--- config.mk ---
export PLATFORM = sky130hd
export DESIGN_NAME = piso_serializer
export DESIGN_NICKNAME = d
export VERILOG_FILES = /design/src/rtl/piso_serializer.sv
export SDC_FILE = /design/constraint.sdc
export NUM_CORES = 1
export LEC_CHECK = 0
export BUFFER_PORTS_ARGS = -buffer_cell sky130_fd_sc_hd__buf_2
export CAP_MARGIN = 20
export CORE_MARGIN = 1.5
export CORE_UTILIZATION = 44
export DETAILED_ROUTE_END_ITERATION = 12
export MAX_ROUTING_LAYER = met4
export PLACE_DENSITY = 0.71
export SLEW_MARGIN = 20
export SYNTH_ARGS = -nofsm -noshare
export SYNTH_HDL_FRONTEND = slang
export SYNTH_SLANG_ARGS = --single-unit
--- constraint.sdc ---
create_clock -name i_clk -period 1.3 [get_ports i_clk]
set_input_delay 0.39 -clock i_clk [delete_from_list [all_inputs] [get_ports i_clk]]
set_output_delay 0.39 -clock i_clk [all_outputs]
set_load 0.005 [all_outputs]
--- src/rtl/piso_serializer.sv ---
// -----------------------------------------------------------------------------
// piso_serializer
//
// Parallel-in, serial-out shift register with a valid/ready load handshake and
// a per-word symbol counter. A LENGTH*WIDTH-bit word is accepted and then
// presented as LENGTH symbols of WIDTH bits, one symbol per enabled clock.
// This block is the transmit-side partner of the serial-in/parallel-out shift
// block in the readout chain. It can send decimated words or configuration
// words over a symbol-serial path.
//
// Symbol order:
//   Default build       : most significant symbol first. A receiver that
//                         shifts left and inserts at the bottom rebuilds the
//                         original word after LENGTH enabled cycles.
//   PISO_LSB_FIRST_EN   : when this macro is defined, the least significant
//                         symbol goes first and the register shifts right.
//                         The handshake, counter and timing do not change.
//
// Parameters:
//   WIDTH   bits per serial symbol (>= 1)
//   LENGTH  symbols per parallel word (must be >= 2)
//
// Ports:
//   i_clk        clock, all logic on the rising edge
//   i_rst        synchronous active-high reset (wins over i_en)
//   i_en         clock enable; when low, all state holds
//   i_par        parallel word to send
//   i_valid      i_par is valid
//   o_ready      block can accept a word this cycle (combinational)
//   o_ser        current serial symbol (0 when idle)
//   o_ser_valid  o_ser holds a valid symbol
//   o_last       o_ser is the final symbol of the word
//   o_busy       word in flight; this is the FSM state (1 = SHIFT)
//
// Handshake: a word transfers on a rising edge where i_valid && o_ready.
// o_ready does not look at i_valid. Once i_valid is raised, the source holds
// i_par and i_valid stable until that transfer edge. o_ready goes high in IDLE
// and on the final-symbol cycle of a word, both only while i_en is high.
// Accepting on the final-symbol cycle gives back-to-back words with no gap.
// -----------------------------------------------------------------------------
module piso_serializer #(
    parameter int WIDTH  = 1,
    parameter int LENGTH = 8
) (
    input  logic                      i_clk,
    input  logic                      i_rst,
    input  logic                      i_en,
    input  logic [LENGTH*WIDTH-1:0]   i_par,
    input  logic                      i_valid,
    output logic                      o_ready,
    output logic [WIDTH-1:0]          o_ser,
    output logic                      o_ser_valid,
    output logic                      o_last,
    output logic                      o_busy
);

    localparam int DW = LENGTH * WIDTH;
    localparam int CW = $clog2(LENGTH);

    // The counter holds the number of symbols still to come after the one on
    // o_ser. A freshly loaded word therefore starts at LENGTH-1.
    localparam logic [CW-1:0] CNT_LOAD = CW'(LENGTH - 1);

    typedef enum logic {
        ST_IDLE  = 1'b0,
        ST_SHIFT = 1'b1
    } state_t;

    state_t          state;
    logic [DW-1:0]   sreg;
    logic [CW-1:0]   cnt;

    logic            cnt_zero;
    logic            accept;
    logic [DW-1:0]   sreg_next_sym;
    logic [WIDTH-1:0] head_sym;

    assign cnt_zero = (cnt == '0);

    // The IDLE term is written out even though cnt is always 0 in IDLE.
    // This keeps the ready condition readable as "idle, or on the last symbol".
    assign o_ready = i_en & ((state == ST_IDLE) | ((state == ST_SHIFT) & cnt_zero));
    assign accept  = i_valid & o_ready;

`ifdef PISO_LSB_FIRST_EN
    // LSB-symbol first: read from the bottom, shift right, zero fill on top.
    assign head_sym      = sreg[WIDTH-1:0];
    assign sreg_next_sym = sreg >> WIDTH;
`else
    // MSB-symbol first: read from the top, shift left, zero fill at bottom.
    assign head_sym      = sreg[DW-1 -: WIDTH];
    assign sreg_next_sym = sreg << WIDTH;
`endif

    // -------------------------------------------------------------------------
    // Control FSM, shift register and counter.
    // When i_en is low, everything holds. No accept can happen then because
    // o_ready is gated by i_en.
    // -------------------------------------------------------------------------
    always_ff @(posedge i_clk) begin
        if (i_rst) begin
            state <= ST_IDLE;
            sreg  <= '0;
            cnt   <= '0;
        end else if (i_en) begin
            case (state)
                ST_IDLE: begin
                    if (accept) begin
                        sreg  <= i_par;
                        cnt   <= CNT_LOAD;
                        state <= ST_SHIFT;
                    end
                end
                ST_SHIFT: begin
                    if (cnt_zero) begin
                        // Final symbol goes out on this edge. Either chain
                        // straight into the next word or drop back to IDLE.
                        if (accept) begin
                            sreg  <= i_par;
                            cnt   <= CNT_LOAD;
                            state <= ST_SHIFT;
                        end else begin
                            sreg  <= '0;
                            cnt   <= '0;
                            state <= ST_IDLE;
                        end
                    end else begin
                        sreg <= sreg_next_sym;
                        cnt  <= cnt - CW'(1);
                    end
                end
                default: begin
                    sreg  <= '0;
                    cnt   <= '0;
                    state <= ST_IDLE;
                end
            endcase
        end
    end

    // -------------------------------------------------------------------------
    // Symbol outputs. These decode the state registers only, so they have no
    // combinational path from any input, and they freeze when i_en is low.
    // -------------------------------------------------------------------------
    assign o_busy      = (state == ST_SHIFT);
    assign o_ser_valid = o_busy;
    assign o_last      = o_busy & cnt_zero;
    assign o_ser       = o_busy ? head_sym : '0;

endmodule

# --- Yosys cells after proc, flatten, opt, wreduce, memory -nomap -nowiden ---
# Cells that the tools add are included.
totals:
  regBits: 12
  in_bits: 12
  output_inout_bits: 5
classes:
  n_addsub: 1
  eq_ne: 1
  muxes: 12
  bitwise_logic: 5
  reduce_logical: 2
op_table:
  columns: ["cell", "count"]
  rows:
  - ["two-way mux 8 bit", 3]
  - ["one-hot mux 8 bit (2 select lines)", 1]
  - ["two-way mux 3 bit", 3]
  - ["one-hot mux 3 bit (2 select lines)", 1]
  - ["AND 1 bit", 3]
  - ["logical NOT 3 bit", 1]
  - ["two-way mux 1 bit", 3]
  - ["subtractor 3 x 1 -> 3 bit (second input constant)", 1]
  - ["inequality test 2 bit (second input constant)", 1]
  - ["one-hot mux 1 bit (2 select lines)", 1]
  - ["AND reduction 2 bit", 1]
  - ["inverter 1 bit", 1]
  - ["bitwise OR 1 bit", 1]

# --- Longest topological paths before layout ---
# Gate-level depths: netlist (run 1).
depth:
  ltp_word: 8
  mapped_depth: 6
  ltp_nobuf: 5

# --- Least setup slack after synthesis (run 1) ---
# OpenSTA, ideal clock, no wires.
synth_path:
  path_kind: "flip-flop to output port"
  startpoint: "register cnt[0]"
  endpoint: "output port o_ready"
  arrival_time_ns: 0.952
  required_ns: 0.910
  setup_slack_ns: -0.042
  stages_incl_launch_ff: 6
  path_buffers: 1
  path_cell_list: "dfxtp_1 inv_1 ha_1 nand2b_1 buf_2 a21oi_1"
synth_via:
  elab_chain_cells: 4
synth_rtl:
  columns: ["item", "line", "text"]
  rows:
  - ["start, declared", "71", "logic [CW-1:0] cnt;"]
  - ["start signal, assigned", "129", "cnt <= cnt - CW'(1);"]
  - ["logical NOT 3 bit", "78", "assign cnt_zero = (cnt == '0);"]
  - ["AND 1 bit", "82", "assign o_ready = i_en & ((state == ST_IDLE) | ((state == ST_SHIFT) & cnt_zero));"]
  - ["bitwise OR 1 bit", "82", null]
  - ["AND 1 bit", "82", null]
  - ["end, declared", "50", "output logic o_ready,"]
# No other way between the ends.

# --- Final worst setup path (run 1) ---
# Same ends and word-level chain as after synthesis.

==> results.yml, run 1 <==
worst_setup_path:
  crit_required_ns: 0.91
  crit_buf_inv: 2
  critPathMaxStageDelay_ns: 0.32
  crit_path_end_kind: "primary output"
  cpMaxStageDelayCell: "dfxtp_2"
  critPathArrivalTime_ns: 1.10
  worst_setup_path_start_kind: "flop"
  crit_family: "flip-flops"
  cp_max_fo: 4
  cp_cell_sequence: "inv_2 -> ha_4 -> nand2b_4 -> a21oi_2 -> buf_2"
  crit_type: "reg2out"
synth:
  synth_seq_cells: 12
  synth_async_sr_flop_share: 0
  synthFlopType: "dfxtp_1"
  synth_top_area_cell: "dfxtp_1"
  yosys-top-cells-count: "dfxtp_1 (12), o21ai_1 (9), nor2_1 (8)"
  yosysMostFrequentCell: "dfxtp_1"
  synth_fp_nets: 91
  synth_top_area_share: 0.363
  ys.warnings.count: 0
  synth_area_leaders: "dfxtp_1 (36%), a311oi_2 (14%), o21ai_1 (6.8%)"
  synth_cell_types: 25
  yosysSeqAreaShare: 0.363
  synth_cells: 77
  syn_area_per_cell_sq_um: 8.60
  netlist_area_sq_um: 662
  synth-edff-count: 0
outcome:
  violations: "setup timing"
  status: "finished with violations"
final_layout:
  regArea_sq_um: 246
  antenna_cells: 0
  area_growth_pct: 49.1
  drive_gt1_frac: 0.598
  n_fill_cell: 91
  multi_input_area_sq_um: 432
  nets: 122
sta:
  worst_pin_slew_ns: 0.322
  timing.final.hold_violations: 0
  hold_ws_ns: 0.373
  rsz0062_at_grt: "yes"
  period_needed_ns: 1.49
  clock_skew_ns: 0.00263
  finalSetupViolCount: 13
  min_period_over_period: 1.15
  relSlewSlack: 0.785
  fmax_mhz: 671
  maxSlewViolCount: 0
  setup_ws_ns: -0.190
routing:
  drc_errors: 0
  wl_mm: 1.77
  ant_nets: 0
  wl_per_cell_um: 14.5
  first_iter_violations: 11
  dr.pass1.iters: 4
  via_count: 719
  viasPerCell: 5.89
global_routing:
  gr-total-overflow: 0
  grt_use_total: 0.216
  grt_pass1_wl_mm: 2.77
  grt_max_degree: 16
  first_global_vias: 625
  antenna_found_initial: 0
power_and_ir_drop:
  irDropWorstVdd_v: 0.00107
  p_comb_frac: 0.299
  power_mw: 1.05
  seqPwrFrac: 0.399
  p_leak_nw: 0.401
  power.internal_uw: 727
  p_sw_frac: 0.305
  powerDensity_nw_per_um2: 1060
  power_frac_clock: 0.303
  switchingPower_uw: 320
floorplan:
  coreArea_sq_um: 1350
  ios: 17
  initial_core_util: 0.490
  fp.dieW_um: 41.8
  std_cell_rows: 13
  dieArea_sq_um: 1750
  fp.dieH_um: 41.8
clock_network:
  cts_tree: "done"
  insertion_delay_ns: 0.28
  ctsHtreeMaxLevel: 1
  cts_made_buffers: 3
  cts_sinks: 12
  clk_pin_slew_ns: 0.09
  clock-root-buffer: "clkbuf_4"
  clockBufferDepth: 2
  ctsHoldBuffers: 0
flow_run:
  maxCapViolCount: 0
min_path:
  min_path_type: "in2reg"
place:
  place_hpwl_mm: 1.05
  io_buffer_count: 16
  place.gp.congestion: 0.730
-- flip-flops by register name (all words and copies together) (netlist names) --
signal  cells
sreg        8
cnt         3
o_busy      1
-- cell families after synthesis --
logic type      after synthesis  synth area share
compound gates               28             0.336
simple gates                 22             0.164
fa+ha+maj                     2            0.0378
flops                        12             0.363
buf+inv                      13            0.0983
-- timing repair --
item                       CTS  global route
resized for setup           20             5
setup endpoints to repair   15            16
pin swaps                    9             5
setup buffers                5             4
gates cloned                 1             0
-- metrics by stage --
stage | setup WS, ns | instances | util | setup TNS, ns | instance area [sq um]
2_1_floorplan | 0.00569 | 77 | - | 0 | 671
5_1_grt | -0.243 | 122 | 0.731 | -2.09 | 987
3_5_place_dp | -0.0697 | 108 | 0.576 | -0.258 | 777
4_1_cts | -0.190 | 118 | 0.695 | -1.37 | 938
6_report | -0.190 | 122 | 0.731 | -1.38 | 987
3_3_place_gp | -0.0318 | 108 | 0.576 | -0.0791 | 777
-- layer usage --
| layer | vias up | GRT usage | routed length [um] |
|---|---|---|---|
| met5 | - | - | 0 |
| met4 | 0 | 0.116 | 65 |
| met3 | 8 | 0.0565 | 97 |
| met2 | 33 | 0.341 | 888 |
| met1 | 338 | 0.248 | 721 |
| li1 | 340 | - | - |
-- tightest hold or removal path, delay by kind of cell --
family / cells / cell delay (ns)
AO/OA/AOI/OAI: 2 / 0.13
buffers and inverters: 1 / 0.10
-- power groups by stage --
stage	combinational (mW)	clock, mW	sequential [mW]
detailed placement	0.210	0	0.424
CTS	0.281	0.316	0.417
finish	0.312	0.317	0.417
global placement	0.204	0	0.423
global route	0.337	0.342	0.420
floorplan	0.151	0	0.419
-- path summary, 6_finish.rpt --
kind / start / end / slack [ns] / cells past startpoint
setup / recovery: cnt[0] / o_ready / -0.19 / 5
hold / removal: i_par[0] / sreg[0] / 0.37 / 3
setup reg to reg: cnt[0] / sreg[3] / -0.13 / 7
hold reg to reg: sreg[0] / sreg[0] / 0.46 / 2
-- layout by cell type, fill, tap and decap left out, types with 4 or more instances in the layout --
cell / count
buf_6: 5
a21oi_1: 4
dfxtp_1: 9
inv_1: 4
o21ai_2: 6
nand3_1: 7
buf_4: 14
a311oi_2: 6
nor2_1: 7
buf_2: 14
-- final cells by class --
class | count | share of cell area
clock buffer | 4 | 0.0368
timing repair buffer | 33 | 0.234
inverter | 6 | 0.0228
sequential | 12 | 0.250
multi-input combinational | 52 | 0.437
tap | 15 | 0.0190
No activity file was read; power rests on OpenSTA's default activity.
==> run 2: changes to the inputs <==
- CORE_MARGIN: 1.5 -> 1
==> run 2 against run 1 <==
Largest cell class unchanged. Critical path type unchanged. Clock skew is 0.0037 ns higher. Critical endpoint unchanged. Combinational power is 6.4% lower. Final area is 3.5% lower. Critical path depth stayed put. The flow still finishes with violations (setup timing). Maximum frequency is 1.8% lower. Sequential cell count stayed put.
==> results.yml, run 2 (synthesis gave the netlist of run 1 again) <==
global_routing:
  first_global_vias: 580
  gr-total-overflow: 0
  grt_max_degree: 17
  antenna_found_initial: 0
  grt_pass1_wl_mm: 2.49
  grt_use_total: 0.241
clock_network:
  clk_pin_slew_ns: 0.08
  clockBufferDepth: 2
  ctsHoldBuffers: 0
  ctsHtreeMaxLevel: 1
  insertion_delay_ns: 0.27
  clock-root-buffer: "clkbuf_4"
  cts_tree: "done"
  cts_made_buffers: 3
  cts_sinks: 12
routing:
  wl_mm: 1.63
  ant_nets: 0
  first_iter_violations: 6
  via_count: 644
  drc_errors: 0
  wl_per_cell_um: 13.8
  dr.pass1.iters: 4
  viasPerCell: 5.46
final_layout:
  antenna_cells: 0
  most-common-layout-cells: "buf_2 (15), buf_4 (10), dfxtp_1 (9)"
  area_growth_pct: 43.9
  regArea_sq_um: 244
  regMostFlops: "sreg"
  design_area_sq_um: 952
  nets: 118
  multi_input_area_sq_um: 435
  n_fill_cell: 103
  largest_reg_flops: 8
  final_common_cell: "buf_2"
  drive_gt1_frac: 0.592
  stdcell_count: 118
place:
  place.gp.congestion: 0.787
  place_hpwl_mm: 1.03
  place_inst: 108
  io_buffer_count: 16
  place_area_sq_um: 777
worst_setup_path:
  crit_required_ns: 0.91
  crit_path_end_kind: "primary output"
  reg2reg_to: "sreg[1]"
  reg2regPathDepth: 7
  worst_setup_path_start_kind: "flop"
  r2r_start: "cnt[0]"
  crit_type: "reg2out"
  cp_cell_sequence: "inv_2 -> ha_4 -> nand2b_4 -> a21oi_2 -> buf_2"
  cp_max_fo: 4
  cpMaxStageDelayCell: "dfxtp_2"
  critPathMaxStageDelay_ns: 0.33
  crit_family: "flip-flops"
  critPathArrivalTime_ns: 1.13
  crit_buf_inv: 2
  reg2reg_slack_ns: -0.14
floorplan:
  coreArea_sq_um: 1350
  dieArea_sq_um: 1660
  initial_core_util: 0.490
  std_cell_rows: 13
  ios: 17
  fp.dieW_um: 40.8
  fp.dieH_um: 40.8
sta:
  maxSlewViolCount: 0
  rsz0062_at_grt: "yes"
  finalSetupViolCount: 14
  relSlewSlack: 0.760
  fmax_mhz: 659
  setup_ws_ns: -0.217
  clock_skew_ns: 0.00631
  hold_ws_ns: 0.389
  period_needed_ns: 1.52
  min_period_over_period: 1.17
  worst_pin_slew_ns: 0.359
  timing.final.hold_violations: 0
power_and_ir_drop:
  p_leak_nw: 0.384
  power_frac_clock: 0.294
  power_mw: 1.00
  power.internal_uw: 709
  powerDensity_nw_per_um2: 1050
  p_comb_frac: 0.291
  p_sw_frac: 0.293
  switchingPower_uw: 294
  irDropWorstVdd_v: 0.000647
  seqPwrFrac: 0.415
min_path:
  min-delay-start: "i_valid"
  min_path_type: "in2reg"
  whs_endpoint: "o_busy"
  min_path_cells: 3
outcome:
  status: "finished with violations"
  violations: "setup timing"
flow_run:
  maxCapViolCount: 0
## run 2: power groups by stage
stage | logic [mW] | registers, mW | clock network (mW)
6_report | 0.292 | 0.417 | 0.295
4_1_cts | 0.274 | 0.415 | 0.300
5_1_grt | 0.317 | 0.419 | 0.321
2_1_floorplan | 0.151 | 0.419 | 0
3_3_place_gp | 0.205 | 0.421 | 0
3_5_place_dp | 0.211 | 0.422 | 0
## run 2: final cells by class
cell class | instances | share of cell area
multi-input combinational | 52 | 0.457
sequential | 12 | 0.256
timing repair buffer | 29 | 0.205
clock buffer | 4 | 0.0381
inverter | 6 | 0.0237
tap | 15 | 0.0197
## run 2: worst register-to-register path: stages, from the launching register on
cell	delay, ns
dfxtp_2	0.34
inv_2	0.05
ha_4	0.16
buf_4	0.13
and4b_2	0.26
buf_6	0.14
o21ai_4	0.12
a311oi_2	0.10
## run 2: per-stage QoR
stage,setup TNS [ns],utilization,setup slack [ns]
3_5_place_dp,-0.291,0.576,-0.0551
2_1_floorplan,0,-,0.00569
3_3_place_gp,-0.0647,0.576,-0.0315
5_1_grt,-2.41,0.705,-0.264
4_1_cts,-1.34,0.687,-0.189
6_report,-1.69,0.705,-0.217
## run 2: metal layers
layer	vias to the layer above	GRT usage	wire (um)
met1	294	0.268	717
li1	333	-	-
met4	0	0.117	22
met5	-	-	0
met3	4	0.0543	48
met2	13	0.402	841
## run 2: worst max path at each step
stage	start	to	slack [ns]	depth (start not counted)
2_1_floorplan	cnt[1]	o_ready	0.006	5
3_3_place_gp	cnt[1]	cnt[1]	-0.03	6
3_5_place_dp	cnt[0]	sreg[5]	-0.06	6
4_1_cts	cnt[1]	o_ready	-0.19	5
5_1_grt	cnt[0]	o_ready	-0.26	5
6_report	cnt[0]	o_ready	-0.22	5
## run 2: repair_timing
| action | in CTS | in global routing |
|---|---|---|
| pin swaps | 6 | 0 |
| setup endpoints to repair | 16 | 14 |
| gates cloned | 0 | 0 |
| buffers inserted | 6 | 0 |
| gates resized for setup | 17 | 6 |
